File: src/rtl/pueo_trig_pkg.sv
// pueo_trig_pkg: shared source ids, widths and entry type for the TURF trigger receiver.
package pueo_trig_pkg;
    localparam int NUM_TRIG_SRC = 3;
    localparam logic [1:0] TRIG_SRC_SOFT = 2'd0;
    localparam logic [1:0] TRIG_SRC_PPS = 2'd1;
    localparam logic [1:0] TRIG_SRC_EXT = 2'd2;
    localparam int ADDR_BITS = 12;
    localparam int META_BITS = 8;
    localparam int META_RUN_BIT = 7;

    typedef struct packed {
        logic [1:0] src;
        logic [META_BITS-1:0] meta;
        logic [ADDR_BITS-1:0] addr;
    } trig_entry_t;

    function automatic logic [1:0] next_src(input logic [1:0] s);
        return (s == TRIG_SRC_EXT) ? TRIG_SRC_SOFT : s + 2'd1;
    endfunction
endpackage

File: src/rtl/pueo_trig_rx_slot.sv
// pueo_trig_rx_slot: per-source edge capture, alignment/sequence checks, one-entry holding slot and drop counter.
module pueo_trig_rx_slot
    import pueo_trig_pkg::*;
#(
    parameter logic [1:0] SRC = TRIG_SRC_SOFT,
    parameter int CNT_BITS = 16
) (
    input  logic sysclk_i,
    input  logic rst_i,
    input  logic running_i,
    input  logic aligned_i,
    input  logic clear_err_i,
    input  logic [ADDR_BITS-1:0] trig_i,
    input  logic [META_BITS-1:0] meta_i,
    input  logic valid_i,
    input  logic grant_i,
    output logic full_o,
    output trig_entry_t entry_o,
    output logic [CNT_BITS-1:0] drop_count_o,
    output logic seq_err_o,
    output logic align_err_o
);
    logic valid_q;
    logic [META_RUN_BIT-1:0] exp_seq;
    logic cap, bad_seq, drop;
    logic [CNT_BITS-1:0] cnt_base;

    assign cap = valid_i & ~valid_q & running_i;
    assign bad_seq = cap & (~meta_i[META_RUN_BIT] | (meta_i[META_RUN_BIT-1:0] != exp_seq));
    assign drop = cap & full_o & ~grant_i;
    // a drop on the clearing cycle still counts, so the set wins
    assign cnt_base = clear_err_i ? '0 : drop_count_o;

    always_ff @(posedge sysclk_i or posedge rst_i) begin
        if (rst_i) begin
            valid_q <= 1'b0;
            exp_seq <= '0;
            full_o <= 1'b0;
            entry_o <= '0;
            drop_count_o <= '0;
            seq_err_o <= 1'b0;
            align_err_o <= 1'b0;
        end else begin
            valid_q <= valid_i;
            exp_seq <= ~running_i ? '0 : cap ? meta_i[META_RUN_BIT-1:0] + 1'b1 : exp_seq;
            full_o <= cap | (full_o & ~grant_i);
            if (cap & ~drop)
                entry_o <= {SRC, meta_i, trig_i};
            drop_count_o <= cnt_base + CNT_BITS'(drop & ~&cnt_base);
            seq_err_o <= (seq_err_o & ~clear_err_i) | bad_seq;
            align_err_o <= (align_err_o & ~clear_err_i) | (cap & ~aligned_i);
        end
    end
endmodule

File: src/rtl/pueo_trig_rx_merge.sv
// pueo_trig_rx_merge: captures the soft/pps/ext TURF trigger streams and merges them
// round-robin onto one valid/ready stream for the event builder.
module pueo_trig_rx_merge
    import pueo_trig_pkg::*;
#(
    parameter int PHASE_OFFSET = 3,
    parameter int CNT_BITS = 16
) (
    input  logic sysclk_i,
    input  logic rst_i,
    input  logic sysclk_phase_i,
    input  logic running_i,
    input  logic clear_err_i,
    input  logic [ADDR_BITS-1:0] turf_soft_trig_i,
    input  logic [META_BITS-1:0] turf_soft_metadata_i,
    input  logic turf_soft_valid_i,
    input  logic [ADDR_BITS-1:0] turf_pps_trig_i,
    input  logic [META_BITS-1:0] turf_pps_metadata_i,
    input  logic turf_pps_valid_i,
    input  logic [ADDR_BITS-1:0] turf_ext_trig_i,
    input  logic [META_BITS-1:0] turf_ext_metadata_i,
    input  logic turf_ext_valid_i,
    output logic [$bits(trig_entry_t)-1:0] m_trig_tdata,
    output logic m_trig_tvalid,
    input  logic m_trig_tready,
    output logic [NUM_TRIG_SRC*CNT_BITS-1:0] drop_count_o,
    output logic [NUM_TRIG_SRC-1:0] seq_err_o,
    output logic [NUM_TRIG_SRC-1:0] align_err_o
);
    // counter reads 0 on the clock after the phase pulse, so the strobe lands PHASE_OFFSET clocks after it
    localparam logic [2:0] ALIGN_CNT = 3'(PHASE_OFFSET - 1);

    logic [2:0] phase_cnt;
    logic aligned, load, found;
    logic [1:0] ptr, gsrc, cand;
    logic [NUM_TRIG_SRC-1:0] full, grant, valid_all;
    logic [NUM_TRIG_SRC*ADDR_BITS-1:0] trig_all;
    logic [NUM_TRIG_SRC*META_BITS-1:0] meta_all;
    trig_entry_t entry [NUM_TRIG_SRC];

    assign trig_all = {turf_ext_trig_i, turf_pps_trig_i, turf_soft_trig_i};
    assign meta_all = {turf_ext_metadata_i, turf_pps_metadata_i, turf_soft_metadata_i};
    assign valid_all = {turf_ext_valid_i, turf_pps_valid_i, turf_soft_valid_i};
    assign aligned = phase_cnt == ALIGN_CNT;
    assign load = (~m_trig_tvalid | m_trig_tready) & |full;
    assign grant = load ? NUM_TRIG_SRC'(1) << gsrc : '0;

    always_comb begin
        gsrc = ptr;
        found = 1'b0;
        cand = ptr;
        for (int k = 0; k < NUM_TRIG_SRC; k++) begin
            if (!found && full[cand]) begin
                gsrc = cand;
                found = 1'b1;
            end
            cand = next_src(cand);
        end
    end

    for (genvar g = 0; g < NUM_TRIG_SRC; g++) begin : g_slot
        pueo_trig_rx_slot #(.SRC(2'(g)), .CNT_BITS(CNT_BITS)) u_slot (
            .sysclk_i(sysclk_i),
            .rst_i(rst_i),
            .running_i(running_i),
            .aligned_i(aligned),
            .clear_err_i(clear_err_i),
            .trig_i(trig_all[g*ADDR_BITS +: ADDR_BITS]),
            .meta_i(meta_all[g*META_BITS +: META_BITS]),
            .valid_i(valid_all[g]),
            .grant_i(grant[g]),
            .full_o(full[g]),
            .entry_o(entry[g]),
            .drop_count_o(drop_count_o[g*CNT_BITS +: CNT_BITS]),
            .seq_err_o(seq_err_o[g]),
            .align_err_o(align_err_o[g])
        );
    end

    always_ff @(posedge sysclk_i or posedge rst_i) begin
        if (rst_i) begin
            phase_cnt <= '0;
            ptr <= TRIG_SRC_SOFT;
            m_trig_tdata <= '0;
            m_trig_tvalid <= 1'b0;
        end else begin
            phase_cnt <= sysclk_phase_i ? 3'd0 : phase_cnt + 3'd1;
            if (load) begin
                m_trig_tdata <= entry[gsrc];
                m_trig_tvalid <= 1'b1;
                ptr <= next_src(gsrc);
            end else if (m_trig_tready) begin
                m_trig_tvalid <= 1'b0;
            end
        end
    end
endmodule

File: config.mk
export PLATFORM = sky130hd
export DESIGN_NAME = pueo_trig_rx_merge
export DESIGN_NICKNAME = d
export VERILOG_FILES = /design/src/rtl/pueo_trig_pkg.sv /design/src/rtl/pueo_trig_rx_slot.sv /design/src/rtl/pueo_trig_rx_merge.sv
export SDC_FILE = /design/constraint.sdc
export NUM_CORES = 1
export LEC_CHECK = 0
export CAP_MARGIN = 20
export CORE_MARGIN = 2
export CORE_UTILIZATION = 35
export DETAILED_ROUTE_END_ITERATION = 8
export HOLD_SLACK_MARGIN = 0.06
export MAX_ROUTING_LAYER = met4
export PLACE_DENSITY = 0.57
export SYNTH_ARGS = -nofsm -noshare
export SYNTH_HDL_FRONTEND = slang
export SYNTH_SLANG_ARGS = --single-unit
export TNS_END_PERCENT = 20
File: constraint.sdc
create_clock -name sysclk_i -period 8.5 [get_ports sysclk_i]
set_input_delay 2.55 -clock sysclk_i [delete_from_list [all_inputs] [get_ports sysclk_i]]
set_output_delay 2.55 -clock sysclk_i [all_outputs]
set_load 0.01 [all_outputs]
[Yosys cells after proc, flatten, opt, wreduce, memory -nomap -nowiden]
Cells that the tools add are included.
Storage, ports and cells
  logic and storage cells: 159
  output and inout port bits: 77
  register bits after elaboration: 171
Cells by class
  reductions and logical operators: 12
  shifts and indexed selects: 1
  mux-type cells: 29
  bitwise operators: 63
  magnitude comparators: 4
  $add $sub $neg: 10
  eq/ne operators: 10
Operators by type and width (number)
  $add A16 B16 Y16: 3
  $mux W16: 3
  $reduce_and A16 Y1: 3
  $bmux W22 S2: 1
  $mux W22: 2
  $mux W7: 6
  $and A1 B1 Y1: 34
  $add A7 B1 Y7 const B: 3
  $ne A7 B7 Y1: 3
  $not A1 Y1: 15
  $or A1 B1 Y1: 13
  $mux W2: 5
  $lt A2 B3 Y1 const B: 3
  $mux W1: 7
  $add A2 B1 Y2 const B: 3
  $bmux W1 S2: 3
  $eq A2 B2 Y1 const B: 3
  $mux W3: 2
  $ne A2 B1 Y1 const B: 3
  $logic_not A1 Y1: 5
  $add A3 B1 Y3 const B: 1
  $eq A3 B2 Y1 const B: 1
  $ge A3 B3 Y1 const B: 1
  $not A2 Y3: 1
  4 further kinds: 5

[Depth between registers and ports, before layout]
  depth in word-level cells: 15
  depth in mapped cells: 13
  gate-level depth less buffers: 12

[Cells and area by module]
From an unflattened synthesis, not the netlist that was laid out.
Second synthesis, totals
  cell total of the unflattened synthesis: 774
  area total of the unflattened synthesis: 8361.8 sq um
Modules (own cells, without submodules)
  pueo_trig_rx_slot at g_slot[1].u_slot ...: times used 2, area each 2184.6 sq um, cells each 186
  pueo_trig_rx_slot at g_slot[0].u_slot: times used 1, area each 2208.4 sq um, cells each 191
  pueo_trig_rx_merge: times used 1, area each 1784.2 sq um, cells each 211

[Worst setup path after synthesis]
No wires, ideal clock.
  path kind: input to register
  from: in clear_err_i
  to: reg g_slot[2].u_slot.drop_count_o[15]
  path slack: 3.830 ns
  library setup time: 0.132 ns
  required time: 8.368 ns
  stages: 11
  arrival time: 4.538 ns
  path through: and3b_1 > and3_1 > and3_1 > and3_1 > nor3_1 > ha_1 > nand4_1 > nor3_2 > nand4_1 > xor2_1 > nor2_1
On the way
  longest elaborated chain between the ends: 5
Ends and longest elaborated chain
  from (decl): RTL line pueo_trig_rx_merge.sv:13  | input logic clear_err_i,
  $mux W16 (*): RTL line pueo_trig_rx_slot.sv:32  | assign cnt_base = clear_err_i ? '0 : drop_count_o;
  $reduce_and A16 Y1: RTL line pueo_trig_rx_slot.sv:49  | drop_count_o <= cnt_base + CNT_BITS'(drop & ~&cnt_base);
  $logic_not A1 Y1: RTL line pueo_trig_rx_slot.sv:49
  $and A1 B1 Y1: RTL line pueo_trig_rx_slot.sv:49
  $add A16 B16 Y16 (*): RTL line pueo_trig_rx_slot.sv:49
  to (signal assigned): RTL line pueo_trig_rx_slot.sv:49
  to (decl): RTL line pueo_trig_rx_slot.sv:19  | output logic [CNT_BITS-1:0] drop_count_o,
Every way passes the cells marked *; elsewhere a longest branch is shown, timed or not.
A chain may end at the register's enable or synchronous reset.

[Worst setup path after layout]
  from: in turf_soft_valid_i
  to: reg g_slot[0].u_slot.drop_count_o[12]
On the way
  longest elaborated chain between the ends: 6
Ends and longest elaborated chain
  from (decl): RTL line pueo_trig_rx_merge.sv:16  | input logic turf_soft_valid_i,
  $and A1 B1 Y1 (2 in a row): RTL line pueo_trig_rx_slot.sv:28  | assign cap = valid_i & ~valid_q & running_i;
  $and A1 B1 Y1 (2 in a row): RTL line pueo_trig_rx_slot.sv:30  | assign drop = cap & full_o & ~grant_i;
  $and A1 B1 Y1: RTL line pueo_trig_rx_slot.sv:49
  $add A16 B16 Y16: RTL line pueo_trig_rx_slot.sv:49
  to (signal assigned): RTL line pueo_trig_rx_slot.sv:49
  to (decl): RTL line pueo_trig_rx_slot.sv:19
No other way between the ends.

==> flow_metrics.py <==
metrics = {
    "run_status": {
        "outcome": "completed",
    },
    "route": {
        "avgRoutedWirePerCell_um": 16.6,
        "drtAntennaViolNets": 0,
        "maxUsedRoutingLayer": "met4",
        "wirelength_um": 18600,
        "detailedRoute.firstIterationViolations": 282,
        "routed_via_density": 4.97,
        "wl_met3_um": 780,
        "drc": 0,
        "detailroute.via_count": 5566,
        "detailed_routing_wirelength_on_met1_um": 8800,
        "route.met2.wl_um": 8920,
        "detail_route.first_pass.iterations": 7,
    },
    "worst_hold_path": {
        "whs_path_depth": 1,
        "worstHoldStart": "phase_cnt[0]",
        "holdPathEnd": "phase_cnt[0]",
        "worstHoldPathType": "reg2reg",
    },
    "layout": {
        "postLayoutCellArea_um2": 10200,
        "final_layout_size_suffix_gt1_frac": 0.0873,
        "fillerInstances": 2081,
        "leading_cell_types_in_the_layout_fill_and_taps_excluded": "sky130_fd_sc_hd__dfrtp_1, sky130_fd_sc_hd__clkdlybuf4s50_1, sky130_fd_sc_hd__nand2_1",
        "nNetsFinal": 906,
        "layout_commonest_cell": "sky130_fd_sc_hd__dfrtp_1",
        "layout.cells.non_filler": 1121,
        "antenna_diode_count": 0,
        "final_core_utilization": 0.455,
        "area.growth.synth_to_final_pct": 28.8,
    },
    "clock_tree": {
        "tritoncts.num_buffers": 17,
        "total_number_of_clock_tree_sinks": 171,
        "postCtsHoldBufs": 0,
        "postCtsSetupRepairBufs": 0,
        "clock_latency_ps": 410,
        "htree_num_levels": 4,
        "clk_pin_slew_worst_paths_ps": 70,
        "cts_tree": "done",
        "postCtsResizedCells": 0,
        "clock_tree.root_cell": "sky130_fd_sc_hd__clkbuf_16",
        "max-clock-path-buffers": 2,
    },
    "placement": {
        "place_inst": 1091,
        "portBuffers": 145,
        "place_congestion": 0.795,
        "post_dp_cell_area_um2": 9610,
        "dp.final_hpwl_um": 12900,
    },
    "power": {
        "p_sw_frac": 0.302,
        "power.switching_uw": 808,
        "total_power_uw": 2680,
        "power_frac_seq": 0.430,
        "cellInternalPower_uw": 1870,
        "power.combinational.fraction": 0.274,
        "proportion_of_power_drawn_by_the_clock_network": 0.296,
        "ir_drop_uv": 129,
        "power_density_nw_per_um2": 262,
        "leakage_uw": 0.00436,
    },
    "floorplanning": {
        "die_h_um": 155,
        "pin_count": 146,
        "initial_core_util": 0.353,
        "floorplan.core_area_um2": 22400,
        "rows": 55,
        "fp.dieW_um": 155,
        "dieArea_um2": 23900,
    },
    "timing": {
        "final_period_minus_worst_setup_slack_ps": 5450,
        "timing_limited_maximum_frequency_ghz": 0.183,
        "timing.final.crit_share": 0.642,
        "hold_violation_count_in_the_final_report": 0,
        "number_of_setup_violations_in_the_final_report": 0,
        "timing_max_transition_violations_final": 0,
        "timing_worst_slew_pin_value_ps": 992,
        "finClkSkew_ps": 7.51,
        "final.setup.tns_ps": 0,
        "relSlewSlack": 0.336,
        "rsz0062_at_grt": "no",
    },
    "grt": {
        "gr-total-overflow": 0,
        "vias_in_the_first_global_route": 5397,
        "gr-usage-all-layers": 0.165,
        "grt_max_degree": 66,
        "number_of_antenna_violations_at_the_first_check_in_global_routing": 0,
        "wire_length_of_the_first_global_routing_pass_um": 29800,
    },
    "synth": {
        "netlist-cell-type-count": 49,
        "post_synth_instance_area_um2": 7930,
        "syn_nets": 768,
        "synth.avg_cell_area_um2": 11.5,
        "synth.yosys.seq_area_share": 0.540,
        "synth_enable_flop_cells": 0,
        "yosys_warnings": 0,
        "synth-seq-cells": 171,
        "postSynthCellCount": 687,
        "synth_top_flop_cell": "sky130_fd_sc_hd__dfrtp_1",
        "async_reset_ff_frac": 1.00,
    },
    "worst_setup_path": {
        "worst-endpoint-required_ps": 8840,
        "ff2ff_setup_slack_ps": 5320,
        "reg2reg_to": "g_slot[0].u_slot.drop_count_o[12]",
        "critical_path.slowest_cell": "sky130_fd_sc_hd__nor2b_1",
        "worst_ep_arrival_time_ps": 5800,
        "critPathBufInv": 1,
        "worst_setup_path_start_kind": "input pin",
        "reg2reg_depth": 9,
        "setup.worst_path.class": "in2reg",
        "timing.critical_path.to_type": "flop",
        "max_stage_delay_ps": 740,
        "crit_family": "simple AND/OR/NAND/NOR gates",
        "regToRegStartpoint": "g_slot[0].u_slot.valid_q",
        "critical_path.max_fanout": 14,
        "timing.critical_path.cells": "clkdlybuf4s50_1 > nor2b_1 > nand2_1 > a311oi_1 > ha_1 > ha_1 > nand3_1 > or3_1 > or3_1 > a21oi_1",
    },
    "job": {
        "cap_violations": 0,
    },
}
-- power by group through the flow --
stage	combinational, µW	sequential [µW]	clock, µW
after floorplan	480	1150	0
after global placement	735	1160	0
after detailed placement	744	1170	0
after CTS	746	1150	816
after global routing	813	1180	850
final	734	1150	793
-- logic make-up after synthesis --
group           after synthesis  synth area share
mux                          65             0.101
fa+ha+maj                    12            0.0189
buf+inv                      46            0.0303
simple gates                219             0.139
xor+xnor                     70            0.0773
flops                       171             0.540
compound gates              104            0.0941
-- sequential cells by signal, indices dropped and copies added (netlist names) --
name / count
g_slot.u_slot.exp_seq: 21
phase_cnt: 3
g_slot.u_slot.entry_o: 62
g_slot.u_slot.drop_count_o: 48
g_slot.u_slot.align_err_o: 3
m_trig_tvalid: 1
ptr: 2
m_trig_tdata: 22
g_slot.u_slot.seq_err_o: 3
g_slot.u_slot.full_o: 3
g_slot.u_slot.valid_q: 3
-- layer usage --
layer,track usage,up-vias
met5,-,-
met4,0.0406,0
met3,0.0353,6
met2,0.252,107
met1,0.225,2768
li1,-,2685
-- area by class of cell --
| type | instances | area, µm² | share of cell area |
|---|---|---|---|
| clock buffer | 20 | 457 | 0.0447 |
| timing repair buffer | 153 | 1510 | 0.148 |
| multi-input combinational | 470 | 3420 | 0.335 |
| clock inverter | 10 | 141 | 0.0139 |
| inverter | 12 | 50.0 | 0.00490 |
| tap | 285 | 357 | 0.0349 |
| sequential | 171 | 4280 | 0.419 |
-- how the worst max path moves through the flow --
stage | startpoint | to | depth (start not counted)
floorplan | rst_i | g_slot[0].u_slot.align_err_o | 1
global placement | turf_pps_valid_i | g_slot[1].u_slot.drop_count_o[10] | 11
detailed placement | turf_soft_valid_i | g_slot[0].u_slot.drop_count_o[12] | 10
CTS | turf_soft_valid_i | g_slot[0].u_slot.drop_count_o[12] | 10
global route | turf_soft_valid_i | g_slot[0].u_slot.drop_count_o[13] | 10
finish | turf_soft_valid_i | g_slot[0].u_slot.drop_count_o[12] | 10
-- cell usage after synthesis (all sizes together) (6+ instances only) --
cell type,n,area share
xor2,26,0.029
o211a,16,0.020
dfrtp,171,0.54
nand3,24,0.015
a21oi,12,0.0080
nor2b,21,0.018
o21ai,34,0.023
or3,10,0.0079
xnor2,44,0.049
and3,7,0.0055
inv,12,0.0057
nand2,63,0.030
nor3,10,0.0069
a222oi,10,0.013
nand4,15,0.012
nand2b,11,0.0087
mux2,60,0.095
clkbuf,14,0.0066
ha,12,0.019
nor2,42,0.020
o22ai,6,0.0047
a22oi,20,0.019
buf,20,0.018
-- worst reg2reg max path, stage by stage (launching register included) --
cell,delay [ps]
sky130_fd_sc_hd__dfrtp_1,360
sky130_fd_sc_hd__nor2b_1,710
sky130_fd_sc_hd__nand2_1,350
sky130_fd_sc_hd__a311oi_1,300
sky130_fd_sc_hd__ha_1,230
sky130_fd_sc_hd__ha_1,250
sky130_fd_sc_hd__nand3_1,80
sky130_fd_sc_hd__or3_1,370
sky130_fd_sc_hd__or3_1,320
sky130_fd_sc_hd__a21oi_1,140
-- metrics by stage --
stage / setup slack, ps / hold slack [ps]
3_3_place_gp: 2610 / 452
5_1_grt: 2770 / 485
6_report: 3050 / 456
2_1_floorplan: 1320 / 426
3_5_place_dp: 2610 / 457
4_1_cts: 3030 / 468
(Power assumes the default switching activity.)
